--- config.mk ---
export PLATFORM = sky130hd
export DESIGN_NAME = direction_tracker
export DESIGN_NICKNAME = d
export VERILOG_FILES = /design/src/rtl/direction_pkg.sv /design/src/rtl/bin_histogram.sv /design/src/rtl/direction_tracker.sv
export SDC_FILE = /design/constraint.sdc
export NUM_CORES = 1
export LEC_CHECK = 0
export BUFFER_PORTS_ARGS = -buffer_cell sky130_fd_sc_hd__buf_2
export CAP_MARGIN = 20
export CORE_MARGIN = 5
export CORE_UTILIZATION = 57
export DETAILED_ROUTE_END_ITERATION = 10
export PLACE_DENSITY = 0.87
export REMOVE_ABC_BUFFERS = 1
export SLEW_MARGIN = 20
export SYNTH_ARGS = -nofsm -noshare
export SYNTH_HDL_FRONTEND = slang
export SYNTH_SLANG_ARGS = --single-unit
export TNS_END_PERCENT = 1
--- constraint.sdc ---
create_clock -name clk_in -period 3.7 [get_ports clk_in]
set_input_delay 0 -clock clk_in [delete_from_list [all_inputs] [get_ports clk_in]]
set_output_delay 0 -clock clk_in [all_outputs]
set_load 0.03 [all_outputs]
--- src/rtl/direction_pkg.sv ---
// Shared constants and state encoding for the direction-of-arrival tracker.
package direction_pkg;
  localparam int NUM_BINS = 16;
  localparam int BIN_W    = 4;
  localparam int CNT_W    = 4;

  typedef enum logic [1:0] {
    IDLE    = 2'd0,
    ACQUIRE = 2'd1,
    VOTE    = 2'd2,
    TRACK   = 2'd3
  } tracker_state_t;
endpackage

--- src/rtl/bin_histogram.sv ---
// Sixteen saturating 4-bit vote counters with synchronous clear,
// one increment port and one combinational read port.
module bin_histogram
  import direction_pkg::*;
(
  input  logic             clk_in,
  input  logic             rst_n_in,
  input  logic             clear,
  input  logic             inc,
  input  logic [BIN_W-1:0] inc_idx,
  input  logic [BIN_W-1:0] rd_idx,
  output logic [CNT_W-1:0] rd_cnt
);

  logic [CNT_W-1:0] cnt [NUM_BINS];

  // NOTE: this array is tiny and must read as zero straight after reset, so it
  // is built from resettable flops rather than treated as an uninitialised RAM.
  always_ff @(posedge clk_in) begin
    if (!rst_n_in || clear) begin
      for (int i = 0; i < NUM_BINS; i++) cnt[i] <= '0;
    end else if (inc && (cnt[inc_idx] != '1)) begin
      cnt[inc_idx] <= cnt[inc_idx] + 1'b1;
    end
  end

  assign rd_cnt = cnt[rd_idx];

endmodule

--- src/rtl/direction_tracker.sv ---
// Collects per-frame bin estimates after a wake pulse, votes for the most
// frequent bin, then holds and slowly retargets it while a keyword is active.
module direction_tracker
  import direction_pkg::*;
#(
  parameter int ACQ_FRAMES  = 8,
  parameter int ACQ_TIMEOUT = 49_152_000,
  parameter int HOLD_CYCLES = 196_608_000,
  parameter int CONFIRM     = 3
) (
  input  logic             clk_in,
  input  logic             rst_n_in,
  input  logic [BIN_W-1:0] bin_in,
  input  logic             bin_valid_in,
  input  logic             wake_in,
  output logic [BIN_W-1:0] bin,
  output logic             recognised,
  output logic [1:0]       state_out
);

  localparam int TMO_W  = (ACQ_TIMEOUT > 1) ? $clog2(ACQ_TIMEOUT) : 1;
  localparam int HOLD_W = (HOLD_CYCLES > 1) ? $clog2(HOLD_CYCLES) : 1;

  localparam logic [TMO_W-1:0]  TMO_LAST    = TMO_W'(ACQ_TIMEOUT - 1);
  localparam logic [HOLD_W-1:0] HOLD_LOAD   = HOLD_W'(HOLD_CYCLES - 1);
  localparam logic [3:0]        FRAMES_LAST = 4'(ACQ_FRAMES - 1);
  localparam logic [2:0]        RUN_DONE    = 3'(CONFIRM);
  localparam logic [BIN_W-1:0]  SCAN_LAST   = BIN_W'(NUM_BINS - 1);

  tracker_state_t    state;
  logic [3:0]        frame_cnt;
  logic [TMO_W-1:0]  tmo_cnt;
  logic [HOLD_W-1:0] hold_cnt;
  logic [BIN_W-1:0]  scan_idx;
  logic [CNT_W-1:0]  best_cnt;
  logic [BIN_W-1:0]  best_idx;
  logic [BIN_W-1:0]  cand;
  logic [2:0]        run;

  logic              hist_clear;
  logic              hist_inc;
  logic [CNT_W-1:0]  rd_cnt;
  logic              new_best;
  logic [BIN_W-1:0]  winner;

  assign hist_clear = (state == IDLE);
  assign hist_inc   = (state == ACQUIRE) && bin_valid_in;

  bin_histogram u_hist (
    .clk_in   (clk_in),
    .rst_n_in (rst_n_in),
    .clear    (hist_clear),
    .inc      (hist_inc),
    .inc_idx  (bin_in),
    .rd_idx   (scan_idx),
    .rd_cnt   (rd_cnt)
  );

  // Strict greater-than keeps the earliest (lowest) index on ties.
  assign new_best = (scan_idx == '0) || (rd_cnt > best_cnt);
  assign winner   = new_best ? scan_idx : best_idx;

  assign state_out = state;

  // NOTE: all state is updated with non-blocking assignments so every branch
  // sees the pre-edge values, matching the flop behaviour being described.
  always_ff @(posedge clk_in) begin
    if (!rst_n_in) begin
      state      <= IDLE;
      bin        <= '0;
      recognised <= 1'b0;
      frame_cnt  <= '0;
      tmo_cnt    <= '0;
      hold_cnt   <= '0;
      scan_idx   <= '0;
      best_cnt   <= '0;
      best_idx   <= '0;
      cand       <= '0;
      run        <= '0;
    end else begin
      case (state)
        IDLE: begin
          frame_cnt <= '0;
          tmo_cnt   <= '0;
          scan_idx  <= '0;
          best_cnt  <= '0;
          best_idx  <= '0;
          cand      <= '0;
          run       <= '0;
          if (wake_in) state <= ACQUIRE;
        end

        ACQUIRE: begin
          if (bin_valid_in) frame_cnt <= frame_cnt + 1'b1;
          // Reaching the frame quota beats a timeout landing in the same cycle.
          if (bin_valid_in && (frame_cnt == FRAMES_LAST)) begin
            state    <= VOTE;
            scan_idx <= '0;
          end else if (tmo_cnt == TMO_LAST) begin
            state <= IDLE;
          end else begin
            tmo_cnt <= tmo_cnt + 1'b1;
          end
        end

        VOTE: begin
          if (new_best) begin
            best_cnt <= rd_cnt;
            best_idx <= scan_idx;
          end
          scan_idx <= scan_idx + 1'b1;
          if (scan_idx == SCAN_LAST) begin
            bin        <= winner;
            recognised <= 1'b1;
            hold_cnt   <= HOLD_LOAD;
            state      <= TRACK;
          end
        end

        TRACK: begin
          if (wake_in) begin
            hold_cnt <= HOLD_LOAD;
          end else if (hold_cnt == '0) begin
            state      <= IDLE;
            recognised <= 1'b0;
          end else begin
            hold_cnt <= hold_cnt - 1'b1;
          end

          if (run == RUN_DONE) begin
            bin <= cand;
            run <= '0;
          end else if (bin_valid_in) begin
            if (bin_in == bin) begin
              run <= '0;
            end else if (bin_in == cand) begin
              run <= run + 1'b1;
            end else begin
              cand <= bin_in;
              run  <= 3'd1;
            end
          end
        end

        default: state <= IDLE;
      endcase
    end
  end

endmodule

==> results of run 1 <==
## layer usage
metal / up-vias / GRT usage [%]
li1: 3038 / -
met3: 102 / 6.227
met4: 0 / 11.99
met5: - / 0
met2: 420 / 40.12
met1: 3187 / 32.40
## layout by cell type, fill, tap and decap left out, types with 6 or more instances in the layout
| cell type | instances |
|---|---|
| and3_1 | 8 |
| xnor2_1 | 26 |
| mux2i_1 | 13 |
| nand2_1 | 67 |
| nand4_1 | 19 |
| ha_1 | 13 |
| inv_8 | 6 |
| edfxtp_1 | 64 |
| a211oi_1 | 8 |
| and2_1 | 6 |
| or3_1 | 7 |
| o31ai_1 | 10 |
| a21oi_1 | 38 |
| nor2_1 | 142 |
| clkbuf_16 | 17 |
| nand2b_1 | 6 |
| or4_1 | 9 |
| inv_1 | 23 |
| mux4_2 | 32 |
| nor2b_1 | 8 |
| nand3_1 | 25 |
| buf_4 | 18 |
| buf_2 | 14 |
| xor2_1 | 15 |
| a31oi_1 | 12 |
| dfxtp_1 | 88 |
| o21ai_0 | 30 |
| nor4_1 | 7 |
| nor3_1 | 17 |
## registers in the layout, indices dropped and copies added (netlist names), 3 cells and up, named ones only
| name | flops |
|---|---|
| bin | 4 |
| best_cnt | 4 |
| run | 3 |
| best_idx | 4 |
| tmo_cnt | 26 |
| hold_cnt | 28 |
| scan_idx | 4 |
| frame_cnt | 4 |
| u_hist.cnt | 64 |
| cand | 4 |
## worst max-delay path, delay by kind of cell (launching register included)
kind,cells,cell delay (ns)
AND/OR/NAND/NOR,4,0.53
multiplexers,1,0.49
flip-flops,1,0.45
adder cells (fa/ha/maj),1,0.22
AO/OA/AOI/OAI,3,1.12
buffers and inverters,3,0.42
## worst max path at each step
stage	slack [ns]	startpoint	cells past startpoint	to
after floorplan	0.05	register	9	bin[0]
after global placement	0.35	register	10	bin[0]
after detailed placement	0.15	bin_in[0]	13	u_hist.cnt[5][2]
after CTS	0.17	u_hist.cnt[0][1]	12	u_hist.cnt[5][1]
after global routing	-0.001	u_hist.cnt[1][1]	12	u_hist.cnt[0][2]
final	0.1	u_hist.cnt[0][1]	12	u_hist.cnt[0][1]
## stage by stage
step	hold slack (ns)	setup WS (ns)	instances	setup TNS [ns]
floorplan	0.1217	0.04906	770	0
global placement	0.3590	0.3506	983	0
detailed placement	0.3814	0.1460	984	0
CTS	0.03630	0.1652	1018	0
global route	0.06236	-0.001265	1018	-0.002773
finish	0.06714	0.09545	1018	0
## cell type report
type / instances / area [µm²]
fillers: 998 / 4949
clock inverters: 15 / 151.4
inverters: 24 / 90.09
well taps: 180 / 225.2
clock buffers: 17 / 425.4
multi-input cells: 594 / 4046
flip-flops and latches: 152 / 3684
repair buffers: 36 / 256.5
## cells by family (layout without fill, tap and decap cells)
kind of cell / Yosys count / count (layout) / share of synthesized area, %
muxes: 46 / 46 / 10.76
AOI/OAI and AO/OA: 146 / 146 / 11.97
buffers and inverters: 71 / 92 / 3.614
adders and majority gates: 13 / 13 / 2.034
DFF: 152 / 152 / 46.06
and+or+nand+nor: 348 / 348 / 21.07
xor gates and xnor gates: 41 / 41 / 4.490
## report_power, final
part | total (mW) | switching (mW) | internal (mW)
logic | 0.245 | 0.164 | 0.0810
clock network | 1.68 | 0.784 | 0.900
registers | 1.81 | 0.0285 | 1.78
## timing repair
item	in CTS	in global routing
endpoints found under the hold margin	3	0
endpoints found under the setup margin	0	11
hold buffers	2	0
buffers inserted	0	0
gates resized for setup	0	3
==> metrics.txt, run 1 <==
Power, Total 3.736 mW; CP max FO 16; initial cell density of the core 57.84%; final period utilization 97.42%; routed len/inst 19.56 µm; Clock Skew 0.007815 ns; highest-delay cell along the critical path o21ai_0; Ports 15; RSZ-0062 raised after global routing true; area leader, netlist edfxtp_1; hold wc startpoint bin_in[3]; sequential-to-total area share from yosys stat 46.06%; WHS Endpoint cand[3]; top sig layer met4; Post-Place Cell Area 8275 µm²; crit path kind reg2reg; Distinct cells, synth 69; WL met1 7690 µm; antenna cells 0; area of the mapped netlist 7998 µm²; vias in the first global route 6450; synth top area cells edfxtp_1 24%, dfxtp_1 22%, mux4_2 9.0%; initial antenna violation count 0; die height 128.5 µm; clk_lat worst skew 0.43 ns; crit start category register; relative slew slack 44.42%; pin count of the biggest net entering global routing 51; reg2reg end u_hist.cnt[0][1]; gr usage total 25.18%; Setup-failing EPs final 0; Die Area 16500 µm²; Yosys top cell area share 24.03%; Pins Over Slew Limit 0; DRC 0; final design utilization 64.21%; commonest cells in the netlist 142 x nor2_1, 88 x dfxtp_1, 67 x nand2_1; peak supply drop 0.0003485 V; GP Congestion 0.9152; P_leak 3.143 nW; met3 WL post-DR 1961 µm; DR pass1 iterations 5; PwrDens 420.8 nW/µm²; CTS tree built; Num CTS Buffers 17; syn avg cell area 9.789 µm²; remaining global-route overflow 0; r2r startpoint u_hist.cnt[0][1]; H-tree depth 4; clock-pin slew on the worst setup and hold paths 0.07 ns; Area Growth Syn to Fin 11.01%; most frequent CP cell nor2_1; Worst setup EP type register; global-route wire length before repair 32800 µm; post-detail-place hpwl 13530 µm; status finished clean; Worst Tran Pin Value 0.8267 ns; Worst EP required 3.77 ns; #FFs+latches synth 152; core area 13830 µm²; reg-to-reg setup timing slack 0.1 ns; Hold Path Class in2reg; DRT iter0 DRCs 906; CTS sink cnt 152; final wirelength 19910 µm; Post-synth EDFFs 64; die width 128.5 µm; Final Hold Viols 0; fmax 0.2774 GHz; CTS max path bufs 2; worst r2r path cells 12; worst path cell trace mux4_2 -> a22o_1 -> a221oi_1 -> inv_1 -> ha_1 -> inv_1 -> nor2_1 -> and4_1 -> nor2_1 -> nor2_1 -> buf_4 -> o21ai_0; synthesis warning total 0; Worst Hold Depth 3; Final ANT Viol Nets 0; Port Buffer Count 14; Worst Path Arrival 3.67 ns; Std-Cell Rows 43; WL met2 9432 µm; Async S/R FF share, synth 0%; final instance area 8879 µm²; cell with the most instances after synthesis nor2_1; Root Buffer clkbuf_16; via count 6747; max incr delay on CP 0.54 ns; Main synth FF type dfxtp_1; Via density 6.628; Tmin final 3.605 ns; Mapped Cells 817; fraction of layout cells with a size suffix above 1 13.96%; fin nets 846; Max Cap Viol 0
No activity file was read; power rests on OpenSTA's default activity.
==> run 2: changes to the inputs <==
Settings changed: SETUP_SLACK_MARGIN set to 0.5.
==> metrics.txt, run 2 (synthesis results as in run 1) <==
status finished clean; met3 Use GR 6.310% (+0.083 points); final wirelength 21020 µm (+5.5%); Biggest register u_hist.cnt; P_leak 3.207 nW (+2.0%); Via density 6.708 (+1.2%); crit start category register; die width 128.5 µm (unchanged); setup TNS 0 ns (unchanged); crit path kind reg2reg; Pins Over Slew Limit 0 (unchanged); Ports 15 (unchanged); area of the multi-input gates 4164 µm² (+2.9%); core area 13830 µm² (unchanged); GR Layer Usage met1 33.20% (+0.80 points); Worst EP required 3.82 ns (+0.05 ns); WHS Endpoint cand[3]; routed len/inst 20.48 µm (+4.7%); fraction of layout cells with a size suffix above 1 17.85% (+3.9 points); fmax 0.2956 GHz (+6.5%); Setup-failing EPs final 0 (unchanged); reg2reg end u_hist.cnt[0][1]; PwrDens 414.2 nW/µm² (-1.6%); global-route wire length before repair 33130 µm (+1.0%); met2 Use GR 40.21% (+0.092 points); DRT iter0 DRCs 1013 (+12%); initial antenna violation count 0 (unchanged); H-tree depth 4 (unchanged); Area Growth Syn to Fin 13.50%; gr usage total 25.46% (+0.27 points); CTS tree built; vias in the first global route 6418 (-0.50%); largest registers u_hist.cnt: 64 flops, hold_cnt: 28 flops, tmo_cnt: 26 flops; layer with the highest usage met2; initial cell density of the core 57.84% (unchanged); RSZ-0062 raised after global routing true; final period utilization 91.44% (-6.0 points); Hold Path Class in2reg; remaining global-route overflow 0 (unchanged); clk_lat worst skew 0.43 ns (about the same); Final Hold Viols 0 (unchanged); Std-Cell Rows 43 (unchanged); die height 128.5 µm (unchanged); Root Buffer clkbuf_16; Layout fillers 952 (-4.6%); GP Congestion 0.9152 (unchanged); Worst Hold Depth 3 (unchanged); DRC 0 (unchanged); final design utilization 65.65% (+1.4 points); Tmin final 3.383 ns (-0.2215 ns); hold wc startpoint bin_in[3]; pin count of the biggest net entering global routing 51 (unchanged); Final ANT Viol Nets 0 (unchanged); Clock Skew 0.008241 ns (+0.0004258 ns); peak supply drop 0.0003442 V (-1.2%); max FFs per register 64 (unchanged); CTS sink cnt 152 (unchanged); CTS max path bufs 2 (unchanged); antenna cells 0 (unchanged); Die Area 16500 µm² (unchanged); CP max FO 16 (unchanged); reg-to-reg setup timing slack 0.32 ns (+0.22 ns); DR pass1 iterations 6 (+1); Port Buffer Count 14 (unchanged); relative slew slack 44.94% (+0.52 points); worst r2r path cells 12 (unchanged); Reg area 3687 µm² (+0.10%); clock-pin slew on the worst setup and hold paths 0.07 ns (about the same); post-detail-place hpwl 13530 µm (unchanged); Worst setup EP type register; Max Cap Viol 0 (unchanged); Worst Path Arrival 3.50 ns (-0.17 ns); most common cell after layout, fill and taps aside nor2_1; fin nets 854 (+0.95%); Num CTS Buffers 17 (unchanged); Worst Tran Pin Value 0.8189 ns (-0.007778 ns); via count 6882 (+2.0%); r2r startpoint u_hist.cnt[10][0]; commonest cells after routing, fill and taps aside 142 x nor2_1, 87 x dfxtp_1, 66 x nand2_1, 64 x edfxtp_1, 36 x a21oi_1
==> run 2: changes by cell type in the layout (fill, tap and decap cells not counted), sizes merged <==
cell	delta
clkbuf	+1
buf	+7
==> run 2: power by group <==
| part | switching, mW | internal, mW | total, mW |
|---|---|---|---|
| clock network | 0.791 | 0.900 | 1.69 |
| registers | 0.0302 | 1.78 | 1.81 |
| logic | 0.175 | 0.0861 | 0.261 |
| total | 0.996 | 2.76 | 3.76 |
==> run 2: critical path: stages (launching register included) <==
cell	delay, ns
edfxtp_1	0.44
mux4_2	0.52
a22o_1	0.27
nor2_1	0.29
inv_1	0.11
ha_1	0.22
inv_1	0.11
nor2_1	0.06
and4_1	0.24
nor2_1	0.17
nor2_1	0.07
buf_4	0.27
o21ai_2	0.29
==> run 2: area by class of cell <==
class	instances	share of cell area (%)
clock buffer	17	4.686
clock inverter	15	1.668
inverter	24	0.9924
multi-input combinational	594	45.87
sequential	152	40.62
tap	180	2.481
timing repair buffer	44	3.680
==> run 2: layer usage <==
| metal | share of wire (%) | vias to the layer above |
|---|---|---|
| met5 | 0 | - |
| met4 | 4.4 | 0 |
| met3 | 11 | 94 |
| met2 | 47 | 487 |
| met1 | 38 | 3239 |
| li1 | - | 3062 |
==> run 2: worst max-delay path by stage <==
stage                      startpoint                 to  slack [ns]
floorplan                    register             bin[0]        0.05
global placement             register             bin[0]        0.35
detailed placement          bin_in[0]   u_hist.cnt[5][2]        0.15
CTS                  u_hist.cnt[0][1]  u_hist.cnt[14][0]        0.37
global route        u_hist.cnt[10][0]  u_hist.cnt[15][0]        0.26
finish              u_hist.cnt[10][0]   u_hist.cnt[0][1]        0.32
==> run 2: timing repair <==
action / in CTS / in global routing
hold buffers: 2 / 0
pin swaps: 0 / 5
cloned: 0 / 1
resized for setup: 27 / 19
buffers inserted: 0 / 7
hold endpoints to repair: 3 / 0
endpoints found under the setup margin: 92 / 105
==> run 2: metrics by stage <==
stage | hold WS [ns] | instances | instance area [µm²] | setup slack, ns | power [mW]
after global placement | 0.3590 | 983 | 8264 | 0.3506 | 2.061
after CTS | 0.03630 | 1018 | 8910 | 0.3672 | 3.741
after floorplan | 0.1217 | 770 | 7799 | 0.04906 | 1.963
after detailed placement | 0.3814 | 984 | 8275 | 0.1460 | 2.073
final | 0.06586 | 1026 | 9077 | 0.3169 | 3.760
after global routing | 0.06839 | 1026 | 9077 | 0.2643 | 3.852
==> run 3: changes to the inputs <==
Settings changed: CORE_UTILIZATION 57 to 59, CTS_BUF_LIST set to sky130_fd_sc_hd__clkbuf_4, PLACE_DENSITY 0.87 to 0.9.
==> metrics.txt, run 3 (synthesis results as in run 1) <==
status finished clean; crit path kind reg2reg; worst path cell trace mux4_2 -> a22o_1 -> nor2_1 -> inv_1 -> ha_1 -> inv_1 -> nor2_1 -> and4_1 -> nor2_1 -> nor2_2 -> o21ai_0 -> buf_4; RSZ-0062 raised after global routing true; remaining global-route overflow 0 (unchanged); P_leak 3.227 nW (+0.61%); Std-Cell Rows 42 (-2.3%); via count 6949 (+0.97%); CTS max path bufs 2 (unchanged); Ports 15 (unchanged); Final Hold Viols 0 (unchanged); die width 126.4 µm (-1.6%); PwrDens 364.8 nW/µm² (-12%); highest-delay cell along the critical path mux4_2; initial cell density of the core 60.39% (+2.6 points); Port Buffer Count 14 (unchanged); commonest cells after routing, fill and taps aside 141 x nor2_1, 87 x dfxtp_1, 67 x nand2_1, 64 x edfxtp_1, 41 x buf_4; setup TNS 0 ns (unchanged); CTS tree built; clk_lat worst skew 0.58 ns (+0.15 ns); pin count of the biggest net entering global routing 51 (unchanged); initial antenna violation count 1 (+1); clock-pin slew on the worst setup and hold paths 0.13 ns (+0.06 ns); largest registers u_hist.cnt: 64 flops, hold_cnt: 28 flops, tmo_cnt: 26 flops; fmax 0.2968 GHz (+0.41%); Worst EP required 4.01 ns (+0.19 ns); switching pwr 0.8083 mW (-19%); Min Hold Slack 0.06998 ns (+0.004122 ns); Hold Path Class in2reg; dpl cells 1001 (+1.7%); Final ANT Viol Nets 0 (unchanged); Post-Place Cell Area 8424 µm² (+1.8%); Tmin final 3.369 ns (-0.01382 ns); Die Area 15980 µm² (-3.1%); core area 13240 µm² (-4.2%); post-detail-place hpwl 13480 µm (-0.39%); Worst Hold Depth 4 (+1); DR pass1 iterations 5 (-1); most common cell after layout, fill and taps aside nor2_1; max FFs per register 64 (unchanged); Worst Tran Pin Value 1.164 ns (+0.3452 ns); gr usage total 25.92% (+0.47 points); most frequent CP cell nor2_1; Power, Total 3.304 mW (-12%); fin nets 882 (+3.3%); Num CTS Buffers 17 (unchanged); Worst Path Arrival 3.68 ns (+0.18 ns); crit start category register; power share of the combinational group 8.5% (+1.6 points); DRT iter0 DRCs 1022 (+0.89%); part of the power in registers 54.6% (+6.5 points); Layout fillers 924 (-2.9%); GP Congestion 0.9761 (+6.7%); vias in the first global route 6628 (+3.3%); fraction of layout cells with a size suffix above 1 17.85% (about the same); peak supply drop 0.0002281 V (-34%); global-route wire length before repair 33240 µm (+0.31%); relative slew slack 20.86% (-24 points); Reg area 3687 µm² (unchanged); Max Cap Viol 0 (unchanged); Area Growth Syn to Fin 13.25%; Setup-failing EPs final 0 (unchanged); final instance area 9057 µm² (-0.22%); Root Buffer clkbuf_4; max incr delay on CP 0.53 ns (about the same); CTS sink cnt 152 (unchanged); switching share of total power 24.46% (-2.0 points); area of the multi-input gates 4123 µm² (-0.99%); Clock Skew 0.01702 ns (+0.008777 ns); CP max FO 16 (unchanged); H-tree depth 4 (unchanged); clock power share 37.0% (-8.0 points); r2r startpoint u_hist.cnt[2][0]; met3 Use GR 7.902% (+1.6 points); Worst setup EP type register; final wirelength 20780 µm (-1.1%); Non-Filler Instances 1051 (+2.4%); GR Layer Usage met1 32.77% (-0.42 points); Pins Over Slew Limit 0 (unchanged); worst r2r path cells 12 (unchanged); hold wc startpoint bin_in[0]; die height 126.4 µm (-1.6%); routed len/inst 19.77 µm (-3.5%); worst setup path start u_hist.cnt[2][0]; layer with the highest usage met2; Biggest register u_hist.cnt; Via density 6.612 (-1.4%); internal power 2.496 mW (-9.7%); met2 Use GR 40.75% (+0.55 points); final period utilization 91.06% (-0.37 points); DRC 0 (unchanged)
==> run 3: cell count changes in the layout (fill, tap and decap cells not counted), moves of 9 or more <==
| cell | previous run | this run |
|---|---|---|
| buf_4 | 25 | 41 |
| dlygate4sd3_1 | 2 | 11 |
| o21ai_2 | 17 | 3 |
| o21ai_0 | 17 | 26 |
| clkbuf_16 | 18 | 1 |
| clkbuf_4 | 0 | 19 |
==> run 3: routing by layer <==
layer	vias to the layer above	part of all wire (%)
met2	456	47
met3	113	11
met1	3279	38
met5	-	0
li1	3101	-
met4	0	4.4
==> run 3: critical path: cells and delay by family, from the launching register on <==
family	cells	cell delay, ns
buffers and inverters	3	0.37
AO/OA/AOI/OAI	2	0.61
multiplexers	1	0.53
AND/OR/NAND/NOR	5	0.94
flip-flops	1	0.44
adder cells (fa/ha/maj)	1	0.22
==> run 3: worst paths after layout <==
path	end	slack, ns
worst min register to register	recognised	0.49
worst min-delay path	cand[0]	0.07
worst max-delay path	u_hist.cnt[8][3]	0.33
worst max register to register	u_hist.cnt[8][3]	0.33
==> run 3: power groups by stage <==
stage | sequential (mW) | combinational [mW] | clock (mW)
after floorplan | 1.83 | 0.133 | 0
after global placement | 1.84 | 0.245 | 0
after detailed placement | 1.84 | 0.251 | 0
after CTS | 1.80 | 0.260 | 1.23
after global routing | 1.81 | 0.294 | 1.32
final | 1.80 | 0.279 | 1.22
==> run 3: layout make-up <==
type	count	share of cell area (%)
antenna	1	0.02763
clock buffer	19	1.575
clock inverter	13	2.224
inverter	24	0.9946
multi-input combinational	594	45.52
sequential	152	40.71
tap	176	2.431
timing repair buffer	72	6.520
==> run 3: metrics by stage <==
stage / setup slack (ns) / utilization, %
6_report: 0.3307 / 68.40
5_1_grt: 0.2362 / 68.40
4_1_cts: 0.3902 / 67.42
3_5_place_dp: 0.2911 / 63.61
3_3_place_gp: 0.3758 / 63.61
2_1_floorplan: 0.04906 / -
==> run 3: repair_timing <==
item                                    CTS  global route
gates resized for setup                   2            23
endpoints found under the setup margin   22            84
cloned                                    0             1
endpoints found under the hold margin    34             0
pin swaps                                 0             8
hold buffers                             11             0
setup buffers                             5             0
